File: src/rtl/hpdcache_victim_srrip.sv
// SRRIP victim selector: per-set RRPV flops and an INIT sweep of SETS cycles; optional HPDCACHE_VICTIM_SRRIP_CLEAN_FIRST_EN.
// Latency 1+k cycles (k <= RRPV_MAX aging steps); sel_ready_o is low from acceptance until the cycle after sel_valid_o.
module hpdcache_victim_srrip #(
  parameter int unsigned SETS   = 64,
  parameter int unsigned WAYS   = 4,
  parameter int unsigned RRPV_W = 2,
  localparam int unsigned SET_W = $clog2(SETS)
) (
  input  logic             clk_i,
  input  logic             rst_i,
  input  logic             updt_i,
  input  logic [SET_W-1:0] updt_set_i,
  input  logic [WAYS-1:0]  updt_way_i,
  input  logic             updt_hit_i,
  input  logic             sel_req_i,
  output logic             sel_ready_o,
  input  logic [SET_W-1:0] sel_set_i,
  input  logic [WAYS-1:0]  sel_dir_valid_i,
  input  logic [WAYS-1:0]  sel_dir_dirty_i,
  input  logic [WAYS-1:0]  sel_dir_fetch_i,
  output logic             sel_valid_o,
  output logic [WAYS-1:0]  sel_way_o,
  output logic             sel_none_o
);

  localparam logic [RRPV_W-1:0] RRPV_MAX    = '1;
  localparam logic [RRPV_W-1:0] RRPV_REFILL = RRPV_MAX - RRPV_W'(1);

  typedef enum logic [1:0] {
    ST_INIT,
    ST_IDLE,
    ST_EVAL
  } state_e;

  state_e            state_q, state_d;
  logic [SET_W-1:0]  init_cnt_q, init_cnt_d;
  logic [SET_W-1:0]  set_q;
  logic [WAYS-1:0]   valid_q;
  logic [WAYS-1:0]   fetch_q;
  logic [WAYS-1:0]   way_q;
  logic              none_q;
  logic [RRPV_W-1:0] rrpv_q [SETS][WAYS];

  logic              capture;
  logic              age;
  logic              ready;
  logic              res_vld;
  logic [WAYS-1:0]   res_way;
  logic              res_none;
  logic [WAYS-1:0]   cand;
  logic [WAYS-1:0]   inval;
  logic [WAYS-1:0]   at_max;
  logic [WAYS-1:0]   max_pick;

  function automatic logic [WAYS-1:0] lowest_one(input logic [WAYS-1:0] m);
    return m & (~m + WAYS'(1));
  endfunction

`ifdef HPDCACHE_VICTIM_SRRIP_CLEAN_FIRST_EN
  logic [WAYS-1:0] dirty_q;
  logic [WAYS-1:0] clean_max;
`else
  logic unused_dirty;
  assign unused_dirty = ^sel_dir_dirty_i;
`endif

  // Candidate classification for the captured set, from registered RRPV state only.
  always_comb begin
    cand   = ~fetch_q;
    inval  = cand & ~valid_q;
    at_max = '0;
    for (int w = 0; w < WAYS; w++) begin
      at_max[w] = cand[w] && (rrpv_q[set_q][w] == RRPV_MAX);
    end
`ifdef HPDCACHE_VICTIM_SRRIP_CLEAN_FIRST_EN
    clean_max = at_max & ~dirty_q;
    max_pick  = (|clean_max) ? clean_max : at_max;
`else
    max_pick  = at_max;
`endif
  end

  always_comb begin
    state_d    = state_q;
    init_cnt_d = init_cnt_q;
    capture    = 1'b0;
    age        = 1'b0;
    ready      = 1'b0;
    res_vld    = 1'b0;
    res_way    = '0;
    res_none   = 1'b0;
    case (state_q)
      ST_INIT: begin
        init_cnt_d = init_cnt_q + SET_W'(1);
        if (init_cnt_q == SET_W'(SETS - 1)) begin
          state_d = ST_IDLE;
        end
      end
      ST_IDLE: begin
        ready = 1'b1;
        if (sel_req_i) begin
          capture = 1'b1;
          state_d = ST_EVAL;
        end
      end
      ST_EVAL: begin
        if (cand == '0) begin
          res_vld  = 1'b1;
          res_none = 1'b1;
          state_d  = ST_IDLE;
        end else if (|inval) begin
          res_vld = 1'b1;
          res_way = lowest_one(inval);
          state_d = ST_IDLE;
        end else if (|max_pick) begin
          res_vld = 1'b1;
          res_way = lowest_one(max_pick);
          state_d = ST_IDLE;
        end else begin
          age = 1'b1;
        end
      end
      default: state_d = ST_INIT;
    endcase
  end

  assign sel_ready_o = ready;
  assign sel_valid_o = res_vld;
  assign sel_way_o   = res_vld ? res_way : way_q;
  assign sel_none_o  = res_vld ? res_none : none_q;

  always_ff @(posedge clk_i) begin
    if (rst_i) begin
      state_q    <= ST_INIT;
      init_cnt_q <= '0;
      way_q      <= '0;
      none_q     <= 1'b0;
    end else begin
      state_q    <= state_d;
      init_cnt_q <= init_cnt_d;
      if (res_vld) begin
        way_q  <= res_way;
        none_q <= res_none;
      end
    end
  end

  always_ff @(posedge clk_i) begin
    if (capture) begin
      set_q   <= sel_set_i;
      valid_q <= sel_dir_valid_i;
      fetch_q <= sel_dir_fetch_i;
`ifdef HPDCACHE_VICTIM_SRRIP_CLEAN_FIRST_EN
      dirty_q <= sel_dir_dirty_i;
`endif
    end
  end

  // Update is written after aging so a colliding way takes the update value.
  always_ff @(posedge clk_i) begin
    if (state_q == ST_INIT) begin
      for (int w = 0; w < WAYS; w++) begin
        rrpv_q[init_cnt_q][w] <= RRPV_MAX;
      end
    end else if (!rst_i) begin
      if (age) begin
        for (int w = 0; w < WAYS; w++) begin
          if (rrpv_q[set_q][w] != RRPV_MAX) begin
            rrpv_q[set_q][w] <= rrpv_q[set_q][w] + RRPV_W'(1);
          end
        end
      end
      if (updt_i) begin
        for (int w = 0; w < WAYS; w++) begin
          if (updt_way_i[w]) begin
            rrpv_q[updt_set_i][w] <= updt_hit_i ? '0 : RRPV_REFILL;
          end
        end
      end
    end
  end

endmodule
File: config.mk
export PLATFORM = sky130hd
export DESIGN_NAME = hpdcache_victim_srrip
export DESIGN_NICKNAME = d
export VERILOG_FILES = /design/src/rtl/hpdcache_victim_srrip.sv
export SDC_FILE = /design/constraint.sdc
export NUM_CORES = 2
export LEC_CHECK = 0
export BUFFER_PORTS_ARGS = -buffer_cell sky130_fd_sc_hd__buf_2
export CELL_PAD_IN_SITES_DETAIL_PLACEMENT = 2
export CELL_PAD_IN_SITES_GLOBAL_PLACEMENT = 2
export CORE_MARGIN = 4
export CORE_UTILIZATION = 25
export DETAILED_ROUTE_END_ITERATION = 12
export PLACE_DENSITY_LB_ADDON = 0.05
export SLEW_MARGIN = 5
export SYNTH_ARGS = -nofsm -noshare
export SYNTH_HDL_FRONTEND = slang
export SYNTH_SLANG_ARGS = --single-unit
File: constraint.sdc
create_clock -name clk_i -period 7.65 [get_ports clk_i]
set_clock_uncertainty 0.05 [all_clocks]
set_input_delay 1.53 -clock clk_i [delete_from_list [all_inputs] [get_ports clk_i]]
set_output_delay 1.53 -clock clk_i [all_outputs]
set_load 0.01 [all_outputs]
==> report_table.html <==
<table>
<tr><th>Metric</th><th>Value</th></tr>
<tr><th colspan="2">Global route</th></tr>
<tr><td>Via count of the first global-routing pass</td><td>30500</td></tr>
<tr><td>Maximum number of pins on one net before global-route repair</td><td>106</td></tr>
<tr><td>Sum of overflow across all layers after global routing</td><td>0</td></tr>
<tr><td>Antenna violations before repair</td><td>14</td></tr>
<tr><td>First-pass GRT wire length</td><td>243000 um</td></tr>
<tr><td>Combined global-route utilization of all metal layers</td><td>0.262</td></tr>
<tr><th colspan="2">Synth</th></tr>
<tr><td>Total of flip-flops plus latches after synthesis</td><td>545</td></tr>
<tr><td>Netlist area before placement</td><td>30800 um^2</td></tr>
<tr><td>Number of instances in the synthesized netlist</td><td>3373</td></tr>
<tr><td>Sequential share of the synthesized area</td><td>0.441</td></tr>
<tr><td>Area leader, netlist</td><td>sky130_fd_sc_hd__edfxtp_1</td></tr>
<tr><td>Share of flip-flops with an asynchronous set or reset after synthesis</td><td>0</td></tr>
<tr><td>XOR/XNOR Fraction of Synth Area</td><td>0.00114</td></tr>
<tr><td>Mux share of post-synthesis cell area</td><td>0.132</td></tr>
<tr><td>Average instance area after synthesis</td><td>9.14 um^2</td></tr>
<tr><td>Top cells by area in the synthesized netlist</td><td>sky130_fd_sc_hd__edfxtp_1 26%, sky130_fd_sc_hd__dfxtp_1 18%, sky130_fd_sc_hd__mux4_2 9.1%</td></tr>
<tr><td>Post-Synthesis Net Count</td><td>between 3000 and 4000</td></tr>
<tr><td>Main combinational cell family by area after synthesis</td><td>compound AO/OA/AOI/OAI gates</td></tr>
<tr><td>Number of distinct library cell variants in the gate-level netlist after synthesis</td><td>67</td></tr>
<tr><td>Warning count from the yosys run</td><td>0</td></tr>
<tr><td>Post-synth top flop</td><td>sky130_fd_sc_hd__dfxtp_1</td></tr>
<tr><td>Compound-cell area share of the yosys netlist</td><td>0.208</td></tr>
<tr><td>Top-area cell type share of the netlist area</td><td>0.263</td></tr>
<tr><td>Number of enable-type register cells in the synthesized netlist</td><td>270</td></tr>
<tr><td>Adder-cell share of the synthesized area</td><td>0.00203</td></tr>
<tr><td>Area share of and/or/nand/nor cells after synthesis</td><td>0.169</td></tr>
<tr><th colspan="2">Power and ir drop</th></tr>
<tr><td>Share of power burned in registers</td><td>0.437</td></tr>
<tr><td>Power per cell area</td><td>207 nW/um^2</td></tr>
<tr><td>Part of the power in combinational logic</td><td>0.072</td></tr>
<tr><td>Net switching power</td><td>1.91 mW</td></tr>
<tr><td>Int Pwr</td><td>between 5 and 6 mW</td></tr>
<tr><td>Switching part of the total power</td><td>0.258</td></tr>
<tr><td>VDD IR max</td><td>approximately 0.00014 V</td></tr>
<tr><td>Cell leakage power</td><td>12.4 nW</td></tr>
<tr><td>Tot Pwr</td><td>7.39 mW</td></tr>
<tr><td>Clock network power share</td><td>0.491</td></tr>
<tr><th colspan="2">Floorplanning</th></tr>
<tr><td>Top Ports</td><td>40</td></tr>
<tr><td>Die area</td><td>129000 um^2</td></tr>
<tr><td>Cell Rows</td><td>~130</td></tr>
<tr><td>Chip height</td><td>359 um</td></tr>
<tr><td>Core area</td><td>122000 um^2</td></tr>
<tr><td>Die Wd</td><td>359 um</td></tr>
<tr><td>Initial standard-cell utilization of the core</td><td>0.252</td></tr>
<tr><th colspan="2">Timing</th></tr>
<tr><td>Worst slew margin relative to its limit</td><td>0.109</td></tr>
<tr><td>Final number of hold-violating endpoints</td><td>0</td></tr>
<tr><td>Final critical-path share of the clock period</td><td>0.960</td></tr>
<tr><td>TNS Setup</td><td>0 ns</td></tr>
<tr><td>Final critical delay including setup and external delays</td><td>roughly 7.3 ns</td></tr>
<tr><td>Slew at the pin closest to its max-slew limit</td><td>1.33 ns</td></tr>
<tr><td>Unrepaired setup endpoints after global routing</td><td>false</td></tr>
<tr><td># setup viols final</td><td>0</td></tr>
<tr><td>Count of pins over their slew limit</td><td>0</td></tr>
<tr><td>Highest Clock Rate</td><td>136 MHz</td></tr>
<tr><th colspan="2">Cells and area</th></tr>
<tr><td>Inserted Diodes</td><td>0</td></tr>
<tr><td>Leading cell types in the layout, fill and taps excluded</td><td>520 x sky130_fd_sc_hd__nand2_1, 477 x sky130_fd_sc_hd__o21ai_0, 348 x sky130_fd_sc_hd__nand3_1</td></tr>
<tr><td>Post-route standard cell area excluding fillers</td><td>35700 um^2</td></tr>
<tr><td>Synth-to-Final Area Change</td><td>15.9%</td></tr>
<tr><td>Most common library cell in the layout ignoring fill and taps</td><td>sky130_fd_sc_hd__nand2_1</td></tr>
<tr><td>Post-layout net count</td><td>around 3400</td></tr>
<tr><td>Share of final-layout standard cells stronger than drive strength 1</td><td>0.157</td></tr>
<tr><td>Fill cell instance count of the final layout</td><td>13500</td></tr>
<tr><th colspan="2">Critical path</th></tr>
<tr><td>Cell with the largest stage delay on the worst path</td><td>sky130_fd_sc_hd__dfxtp_4</td></tr>
<tr><td>Cells traversed along the worst timing path</td><td>buf_4, mux4_2, mux2i_1, a211oi_1, a22o_1, ha_1, inv_1, o21ai_0, nor3_1, nand3b_1, o41ai_1, buf_2</td></tr>
<tr><td>Slowest stage delay, CP</td><td>0.77 ns</td></tr>
<tr><td>Endpoint kind of the worst setup timing path</td><td>output port</td></tr>
<tr><td>Max Fanout on Critical Path</td><td>18</td></tr>
<tr><td>Critical path buffer and inverter count</td><td>3</td></tr>
<tr><td>Required time of the critical path</td><td>6.07 ns</td></tr>
<tr><td>Top Family by Delay on Critical Path</td><td>compound AO/OA/AOI/OAI gates</td></tr>
<tr><td>Category of the worst setup path launch point</td><td>register</td></tr>
<tr><td>Data arrival time of the critical path</td><td>5.77 ns</td></tr>
<tr><td>Critical setup path kind</td><td>reg2out</td></tr>
<tr><th colspan="2">Placement</th></tr>
<tr><td>Post-DP HPWL</td><td>125000 um</td></tr>
<tr><td>Final GP Congestion</td><td>between 0.8 and 0.9</td></tr>
<tr><td>Post-detailed-placement cell area</td><td>33200 um^2</td></tr>
<tr><td>IO buf count</td><td>35</td></tr>
<tr><th colspan="2">Detailed routing</th></tr>
<tr><td>Via count of the routed design</td><td>29100</td></tr>
<tr><td>Via density</td><td>5.79</td></tr>
<tr><td>Number of DRC violations after detailed-routing iteration 0</td><td>roughly 2500</td></tr>
<tr><td>DRT Pass-1 Iters</td><td>5</td></tr>
<tr><td>Routed WL per cell</td><td>34.9 um</td></tr>
<tr><td>Post-route ant nets</td><td>0</td></tr>
<tr><td>Drt drc</td><td>0</td></tr>
<tr><td>Post-Route WL</td><td>176000 um</td></tr>
<tr><th colspan="2">CTS</th></tr>
<tr><td>Cell at the root of the clock tree</td><td>sky130_fd_sc_hd__clkbuf_16</td></tr>
<tr><td>Number of levels in the clock H-tree</td><td>3</td></tr>
<tr><td>Clk Latency, worst-skew pair</td><td>between 0.6 and 0.7 ns</td></tr>
<tr><td>Number of buffers added by the clock tree synthesis step</td><td>75</td></tr>
<tr><td>Clock tree from TritonCTS</td><td>yes</td></tr>
<tr><td>Post-CTS Hold Fix Bufs</td><td>0</td></tr>
<tr><td>Maximum number of buffers from clock root to sink</td><td>3</td></tr>
<tr><td>Number of clock sinks</td><td>545</td></tr>
<tr><td>Clock Pin Slew Worst Setup and Hold Paths</td><td>roughly 0.050 ns</td></tr>
<tr><th colspan="2">Hold path</th></tr>
<tr><td>Path class of the lowest-slack min-delay path</td><td>reg2reg</td></tr>
<tr><th colspan="2">Run</th></tr>
<tr><td>Count of maximum capacitance violations</td><td>0</td></tr>
<tr><th colspan="2">Run status</th></tr>
<tr><td>Outcome</td><td>complete, no violations</td></tr>
</table>
[synth_stat cells (35+ instances only)]
master and count:
sky130_fd_sc_hd__nand2_1 522, sky130_fd_sc_hd__o21ai_0 477, sky130_fd_sc_hd__nand3_1 348, sky130_fd_sc_hd__dfxtp_1 275, sky130_fd_sc_hd__edfxtp_1 270, sky130_fd_sc_hd__a21oi_1 268
sky130_fd_sc_hd__clkbuf_1 208, sky130_fd_sc_hd__nor2_1 158, sky130_fd_sc_hd__mux4_2 125, sky130_fd_sc_hd__mux2i_1 102, sky130_fd_sc_hd__o22ai_1 82, sky130_fd_sc_hd__a21boi_1 78
sky130_fd_sc_hd__o211ai_1 53, sky130_fd_sc_hd__buf_2 48, sky130_fd_sc_hd__a21o_1 35
[routing by layer]
metal / track usage / routed length [um] / up-vias
met5: 0 / 51 / -
met4: 0.0781 / 5730 / 8
met3: 0.0307 / 8180 / 231
met2: 0.437 / 83100 / 788
met1: 0.355 / 78600 / 15600
li1: - / - / 12500
[worst reg2reg max path, delay by kind of cell, from the launching register on]
kind | cells | cell delay, ns
AOI/OAI and AO/OA | 4 | 1.48
adders and majority gates | 1 | 0.33
buffers and inverters | 3 | 0.96
DFF | 1 | 0.79
muxes | 3 | 1.61
and+or+nand+nor | 3 | 1.02
[timing repair]
action / CTS / global route
buffers inserted: 0 / 2
resized for setup: 0 / 0
endpoints found under the setup margin: 0 / 3
[layout make-up]
class	instances	area, um^2	share of cell area
clock buffers	116	2260	0.0631
flip-flops and latches	545	13600	0.381
multi-input cells	2517	16000	0.448
inverters	9	33.8	0.000945
repair buffers	196	1590	0.0446
well taps	1625	2030	0.0569
clock inverters	21	201	0.00564
[final timing paths]
path              slack [ns]  cells past startpoint            end     startpoint
setup reg to reg        1.25                     14  rrpv_q[60][7]       register
setup / recovery        0.30                     12   sel_way_o[1]       register
hold / removal          0.41                      2  rrpv_q[23][0]  rrpv_q[23][0]
hold reg to reg         0.41                      2  rrpv_q[23][0]  rrpv_q[23][0]
[cell families (layout without fill, tap and decap cells)]
group,count (synthesis),in the layout
AND/OR/NAND/NOR,1161,1161
AO/OA/AOI/OAI,1106,1106
flip-flops,545,545
buffers and inverters,311,342
multiplexers,241,241
adder cells (fa/ha/maj),5,5
XOR/XNOR,4,4
[metrics by stage]
step	cells	hold WS [ns]	setup slack (ns)	util
final	5029	0.407	0.305	0.293
after detailed placement	4890	0.401	0.759	0.272
after global routing	5029	0.426	0.00224	0.293
after global placement	4890	0.392	0.852	0.272
after floorplan	3373	0.377	1.92	-
after CTS	5027	0.409	0.0417	0.292
[registers in the layout (all words and copies together), names as in the netlist, named ones only]
signal,cells
state_q,2
none_q,1
way_q,4
rrpv_q,512
init_cnt_q,6
valid_q,4
set_q,6
fetch_q,4
[power groups by stage]
stage	combinational, mW	sequential, mW	clock [mW]
final	0.533	3.23	3.63
after floorplan	0.293	3.26	0
after global placement	0.512	3.29	0
after global routing	0.569	3.24	3.82
after CTS	0.533	3.23	3.71
after detailed placement	0.530	3.29	0
(Power assumes the default switching activity.)
